===== src/rtl/lt_readout_ctrl.sv =====
// Logic-thief capture readout: walks BRAM capture entries on software request
// and holds one entry at a time for 32-bit slice readback.
module lt_readout_ctrl #(
    parameter int unsigned LOGTHIEF_DATA_WIDTH = 192,
    parameter int unsigned LOGTHIEF_LOG2_DEEP  = 8,
    parameter int unsigned STATUS_LSB          = 171,
    parameter int unsigned RD_LATENCY          = 2
) (
    input  logic                           clk_i,
    input  logic                           rst_n_i,
    input  logic                           sw_req_i,
    input  logic [LOGTHIEF_LOG2_DEEP-1:0]  sw_addr_i,
    input  logic                           sw_burst_i,
    input  logic                           sw_ack_i,
    input  logic                           sw_abort_i,
    input  logic [2:0]                     rd_word_sel_i,
    input  logic [LOGTHIEF_DATA_WIDTH-1:0] lt_data_i,
    output logic [31:0]                    lt_addr_o,
    output logic [31:0]                    rd_word_o,
    output logic [LOGTHIEF_LOG2_DEEP-1:0]  entry_o,
    output logic                           busy_o,
    output logic                           valid_o,
    output logic                           done_o,
    output logic                           capture_full_o
);

    localparam int unsigned AW    = LOGTHIEF_LOG2_DEEP;
    localparam int unsigned DW    = LOGTHIEF_DATA_WIDTH;
    localparam int unsigned CNT_W = (RD_LATENCY < 1) ? 1 : $clog2(RD_LATENCY + 1);
    localparam int unsigned EXT_W = (DW > 192) ? DW : 192;

    typedef enum logic [1:0] {
        ST_IDLE = 2'd0,
        ST_WAIT = 2'd1,
        ST_HOLD = 2'd2
    } state_e;

    state_e            state_q, state_d;
    logic [AW-1:0]     addr_q, addr_d;
    logic [AW-1:0]     entry_q, entry_d;
    logic [DW-1:0]     hold_q, hold_d;
    logic [CNT_W-1:0]  cnt_q, cnt_d;
    logic              burst_q, burst_d;
    logic              valid_q, valid_d;
    logic              done_q, done_d;
    logic              busy_q, busy_d;
    logic [EXT_W-1:0]  hold_ext;

    // Next-state and register-input computation
    always_comb begin
        state_d = state_q;
        addr_d  = addr_q;
        entry_d = entry_q;
        hold_d  = hold_q;
        cnt_d   = cnt_q;
        burst_d = burst_q;
        valid_d = valid_q;
        done_d  = done_q;

        if (sw_abort_i) begin
            state_d = ST_IDLE;
            valid_d = 1'b0;
            done_d  = 1'b0;
        end else begin
            unique case (state_q)
                ST_IDLE: begin
                    if (sw_req_i) begin
                        addr_d  = sw_addr_i;
                        burst_d = sw_burst_i;
                        done_d  = 1'b0;
                        cnt_d   = '0;
                        state_d = ST_WAIT;
                    end
                end
                ST_WAIT: begin
                    // Address has been stable RD_LATENCY cycles; data is valid now
                    if (cnt_q == CNT_W'(RD_LATENCY)) begin
                        hold_d  = lt_data_i;
                        entry_d = addr_q;
                        valid_d = 1'b1;
                        state_d = ST_HOLD;
                    end else begin
                        cnt_d = cnt_q + CNT_W'(1);
                    end
                end
                ST_HOLD: begin
                    if (sw_ack_i && valid_q) begin
                        valid_d = 1'b0;
                        if (burst_q && (addr_q != {AW{1'b1}})) begin
                            addr_d  = addr_q + AW'(1);
                            cnt_d   = '0;
                            state_d = ST_WAIT;
                        end else begin
                            done_d  = 1'b1;
                            state_d = ST_IDLE;
                        end
                    end
                end
                default: state_d = ST_IDLE;
            endcase
        end

        busy_d = (state_d != ST_IDLE);
    end

    always_ff @(posedge clk_i or negedge rst_n_i) begin
        if (!rst_n_i) begin
            state_q <= ST_IDLE;
            addr_q  <= '0;
            entry_q <= '0;
            hold_q  <= '0;
            cnt_q   <= '0;
            burst_q <= 1'b0;
            valid_q <= 1'b0;
            done_q  <= 1'b0;
            busy_q  <= 1'b0;
        end else begin
            state_q <= state_d;
            addr_q  <= addr_d;
            entry_q <= entry_d;
            hold_q  <= hold_d;
            cnt_q   <= cnt_d;
            burst_q <= burst_d;
            valid_q <= valid_d;
            done_q  <= done_d;
            busy_q  <= busy_d;
        end
    end

    // Zero-extend so slices past the entry width read as 0
    assign hold_ext = EXT_W'(hold_q);

    always_comb begin
        rd_word_o = '0;
        for (int unsigned n = 0; n < 6; n++) begin
            if (rd_word_sel_i == 3'(n)) rd_word_o = hold_ext[32*n +: 32];
        end
    end

    assign capture_full_o = &hold_q[DW-1:STATUS_LSB];
    assign lt_addr_o      = 32'(addr_q);
    assign entry_o        = entry_q;
    assign busy_o         = busy_q;
    assign valid_o        = valid_q;
    assign done_o         = done_q;

endmodule


===== config.mk =====
export PLATFORM = sky130hd
export DESIGN_NAME = lt_readout_ctrl
export DESIGN_NICKNAME = d
export VERILOG_FILES = /design/src/rtl/lt_readout_ctrl.sv
export SDC_FILE = /design/constraint.sdc
export NUM_CORES = 1
export LEC_CHECK = 0
export CAP_MARGIN = 5
export CORE_ASPECT_RATIO = 1.5
export CORE_MARGIN = 2
export CORE_UTILIZATION = 52
export CTS_CLUSTER_DIAMETER = 80
export DETAILED_ROUTE_END_ITERATION = 7
export PLACE_DENSITY = 0.86
export SLEW_MARGIN = 30
export SYNTH_ARGS = -nofsm -noshare
export SYNTH_HDL_FRONTEND = slang
export SYNTH_SLANG_ARGS = --single-unit

===== constraint.sdc =====
create_clock -name clk_i -period 3.29 [get_ports clk_i]
set_input_delay 0.658 -clock clk_i [delete_from_list [all_inputs] [get_ports clk_i]]
set_output_delay 0.658 -clock clk_i [all_outputs]
set_load 0.02 [all_outputs]

=== After elaboration in Yosys (flattened, before gate mapping) ===
Cells that the tools add are included.

* Add/subtract/negate cells: 2
* Multipliers: 0
* Divide/modulo/power cells: 0
* Magnitude comparators: 0
* Equality and inequality tests: 17
* Shift operators: 0
* Multiplexer cells: 30
* Bitwise operators: 1
* Reductions and logical operators: 16

{| class="wikitable"
|+ Operators with widths
! kind !! number
|-
| two-way mux 32 bit || 6
|-
| two-way mux 8 bit || 3
|-
| AND reduction 21 bit || 1
|-
| two-way mux 2 bit || 8
|-
| one-hot mux 8 bit (2 select lines) || 1
|-
| inequality test 3 bit (second input constant) || 4
|-
| one-hot mux 2 bit (3 select lines) || 2
|-
| AND reduction 3 bit || 3
|-
| nonzero test 3 bit || 3
|-
| adder 8 x 1 -> 8 bit (second input constant) || 1
|-
| two-way mux 1 bit || 8
|-
| inequality test 2 bit (second input constant) || 4
|-
| inequality test 8 bit (second input constant) || 1
|-
| equality test 3 x 2 -> 1 bit (second input constant) || 2
|-
| equality test 3 bit (second input constant) || 2
|-
| AND reduction 6 bit || 1
|-
| AND reduction 5 bit || 1
|-
| equality test 2 bit (second input constant) || 2
|-
| one-hot mux 1 bit (2 select lines) || 2
|-
| AND reduction 4 bit || 1
|-
| nonzero test 2 bit || 2
|-
| equality test 3 x 1 -> 1 bit (second input constant) || 1
|-
| logical NOT 3 bit || 1
|-
| adder 2 x 1 -> 2 bit (second input constant) || 1
|-
| other kinds (4) || 5
|}

* Flip-flop bits (word level): 216
* Latch bits: 0
* Bits in writable memories: 0
* Memory bits (read-only): 0
* Bits of input ports: 209
* Output and inout port bits: 76
* Logic and storage cells: 75
* Memories: 0

=== Logic depth before layout (Yosys ltp) ===
* Depth in word-level cells: 7
* Gate-level depth with buffers: 7
* Mapped depth without buffers: 6

=== Worst setup path before layout ===
No wires, ideal clock.

* Path kind: input to output
* Start point: input rd_word_sel_i[1]
* End point: output rd_word_o[10]
* Arrival: 1.732 ns
* Data required time: 2.632 ns
* Path slack: 0.900 ns
* Cell stages on the path: 6
* Buffers on the path: 3
* Cells stage by stage: buf_2 -> nor2b_1 -> clkbuf_1 -> buf_2 -> a21oi_1 -> o221ai_1

* Word-level cells in the longest chain between the ends: 7
* Elaborated cells on any way between the ends: 12
* Those cells by class: eq/ne (5); mux (6); reduce/logical (1)

{| class="wikitable"
|+ RTL lines
! element !! line !! RTL
|-
| start: declaration || 16 || <nowiki>input logic [2:0] rd_word_sel_i,</nowiki>
|-
| logical NOT 3 bit || 136 || <nowiki>if (rd_word_sel_i == 3'(n)) rd_word_o = hold_ext[32*n +: 32];</nowiki>
|-
| two-way mux 32 bit (5 in series) || 136 ||
|-
| two-way mux 32 bit (*) || 136 ||
|-
| end: declaration || 19 || <nowiki>output logic [31:0] rd_word_o,</nowiki>
|}

Every way passes the cells marked *; elsewhere a longest branch is shown, timed or not.

=== Final worst setup path ===
* Start point: input rd_word_sel_i[2]
* End point: output rd_word_o[1]

Same word-level chain as after synthesis.

==> flow_summary.yaml <==
cells_and_area:
  diodes: 0
  nNetsFinal: 1647
  drive_above_1_share: 0.04844
  fillers: 1470
  area_growth_pct: 34.16
  stdcell_count: 1701
yosys:
  synth_fa_ha_area_frac: 0.002476
  synth_compound_area_frac: 0.06352
  synthCells: 1200
  synth_xor_area_frac: 0
  synthMuxAreaShare: 0.06550
  avgSynthCellArea_um2: 8.421
  synth_top_area_frac: 0.5349
  synth_area_um2: 10100
  synth_area_leaders: "dfrtp_1, nand2_1, mux2i_1"
  yosysSeqAreaShare: 0.5349
  synth.distinct_cells: 42
  yosysTopAreaCell: "dfrtp_1"
  synth_top_family_by_area: "simple AND/OR/NAND/NOR gates"
  ys_ff_latch: 216
  yosys.area_share.simple: 0.2775
  ys_warn_count: 0
clock_network:
  post_cts_resized: 0
  cts.clk_slew.worst_paths_ns: 0.06
  cts_buffers: 21
  clock_latency_ns: 0.49
  cts_tree: "built"
  cts_max_path_buffers: 3
  htreeDepth: 1
  cts_hold_buf: 0
  cts.sinks: 216
  post_cts_buffers: 0
  root_buffer: "clkbuf_16"
timing:
  post-route-period-util: 0.9713
  fin_crit_ns: 3.196
  hold_viol: 0
  max_freq_mhz: 312.9
  rsz0062_at_grt: "no"
  setup-tns-final_ns: 0
  finalClockSkew_ns: 0.006846
  tightest_slew_ns: 0.6796
  setup-violations-final: 0
  setup_ws_ns: 0.09434
  relSlewSlack: 0.5469
  drv_slew: 0
placed_design:
  gp_congestion: 0.8628
  portBuffers: 260
  dp_cells: 1669
  preCtsSetupSlack_ns: 0.08870
  hpwl_mm: 21.57
worst_hold_path:
  hp-class: "primary input to asynchronous set/reset pin"
run_status:
  violations: "DRC"
  status: "complete, but fails checks"
critical_path:
  endpoint_kind: "output port"
  crit_required_ns: 2.63
  cp_data_arrival_time_ns: 2.54
  crit_fanout: 19
  worst-setup-path-type: "primary input to output port"
  start_kind: "primary input"
detailed_routing:
  firstDrtPassIters: 8
  wl_mm: 29.79
  avgViaCountPerCell: 5.251
  drcViolationCount: 2
  via_count: 8932
  drt_iter0_drc: 898
  postRouteAntennaNets: 0
  wl_per_cell_um: 17.51
global_routing:
  grt_pass1_vias: 9222
  antenna_found_initial: 0
  grt_max_degree: 100
  overflow: 0
  grt_usage: 0.2917
  grt_pass1_wl_mm: 47.39
power_and_ir_drop:
  p_leak_uw: 0.006770
  vdd_drop_max_v: 0.0005458
  powerDensity_nw_per_um2: 734.9
flow_run:
  maxCapViolations: 0
floorplan:
  start_util: 0.5295
  die_y_um: 174.7
  coreArea_um2: 19080
  rows: 62
  ios: 285
  dieArea_um2: 20590
  chipWidth_um: 117.8
per-layer routing:
layer | global-route usage | vias up | share of wire
met3 | 0.03623 | 85 | 0.056
met2 | 0.5441 | 389 | 0.54
met4 | 0.1386 | 0 | 0.049
met1 | 0.3282 | 4203 | 0.35
met5 | 0 | - | 0
li1 | - | 4255 | -
state kept, by name, indices dropped and copies added, names as in the netlist:
| name | flops |
|---|---|
| done_o | 1 |
| burst_q | 1 |
| hold_ext | 192 |
| cnt_q | 2 |
| state_q | 2 |
| busy_o | 1 |
| valid_o | 1 |
| addr_q | 8 |
| entry_o | 8 |
synth_stat cells (all sizes together):
| library cell | n |
|---|---|
| o21a | 1 |
| a31oi | 2 |
| nor3b | 1 |
| clkbuf | 15 |
| a21o | 1 |
| mux2 | 1 |
| o221ai | 32 |
| nor2 | 38 |
| or2 | 2 |
| a22o | 1 |
| inv | 3 |
| and2b | 1 |
| nor4 | 2 |
| o22ai | 5 |
| nor2b | 3 |
| dfrtp | 216 |
| or4 | 1 |
| nand4 | 7 |
| a41o | 1 |
| nand3b | 1 |
| nand2b | 3 |
| conb | 1 |
| ha | 2 |
| buf | 83 |
| and3 | 2 |
| o21ai | 4 |
| o31ai | 1 |
| a2bb2oi | 1 |
| a21oi | 44 |
| and4 | 1 |
| nor3 | 1 |
| nand2 | 648 |
| and2 | 3 |
| o2bb2ai | 2 |
| mux2i | 65 |
| nand3 | 5 |
worst paths after layout:
kind | startpoint | slack (ns) | cells after the start | to
worst min register to register | hold_ext[142] | 0.47 | 2 | hold_ext[142]
min in group clk_i | hold_ext[142] | 0.47 | 2 | hold_ext[142]
worst max-delay path | rd_word_sel_i[2] | 0.09 | 5 | rd_word_o[1]
worst min-delay path | rst_n_i | 0.18 | 1 | hold_ext[6]
max in group asynchronous | rst_n_i | 2.30 | 2 | hold_ext[180]
worst max register to register | state_q[1] | 1.35 | 6 | hold_ext[177]
critical path: stages:
cell,delay (ns)
clkdlybuf4s50_1,0.56
nand2b_1,0.10
buf_4,0.22
o221ai_1,0.33
clkdlybuf4s50_1,0.67
logic make-up after synthesis:
family | count (synthesis)
AND/OR/NAND/NOR | 719
other | 1
adder cells (fa/ha/maj) | 2
AO/OA/AOI/OAI | 95
multiplexers | 66
flip-flops | 216
buffers and inverters | 101
final cells by class:
class | count | area (um^2) | share of cell area
timing repair buffer | 288 | 2975 | 0.2195
clock buffer | 30 | 589.3 | 0.04347
sequential | 216 | 5405 | 0.3987
inverter | 3 | 11.26 | 0.0008306
multi-input combinational | 906 | 4245 | 0.3132
clock inverter | 2 | 10.01 | 0.0007383
tap | 256 | 320.3 | 0.02363
cell usage in the layout, fill, tap and decap left out, drive strengths merged, types with 7 or more instances in the layout:
| master | n |
|---|---|
| nand2 | 648 |
| clkdlybuf4s50 | 257 |
| dfrtp | 216 |
| mux2i | 65 |
| a21oi | 44 |
| nor2 | 38 |
| o221ai | 32 |
| clkbuf | 31 |
| buf | 30 |
| conb | 24 |
| nand4 | 7 |
where the power goes:
part	switching [uW]	internal [uW]
logic	1670	1430
clock network	966	1230
registers	824	3840
metrics by stage:
| step | utilization | area, um^2 | hold WS (ns) | power (uW) |
|---|---|---|---|---|
| final | 0.7104 | 13560 | 0.1779 | 9963 |
| after global routing | 0.7104 | 13560 | 0.2229 | 10570 |
| after floorplan | - | 10190 | 0.3624 | 6270 |
| after detailed placement | 0.6789 | 12950 | 0.4612 | 7795 |
| after CTS | 0.7103 | 13550 | 0.1977 | 10030 |
| after global placement | 0.6789 | 12950 | 0.4565 | 7649 |
Power figures use the tool's default switching activity.
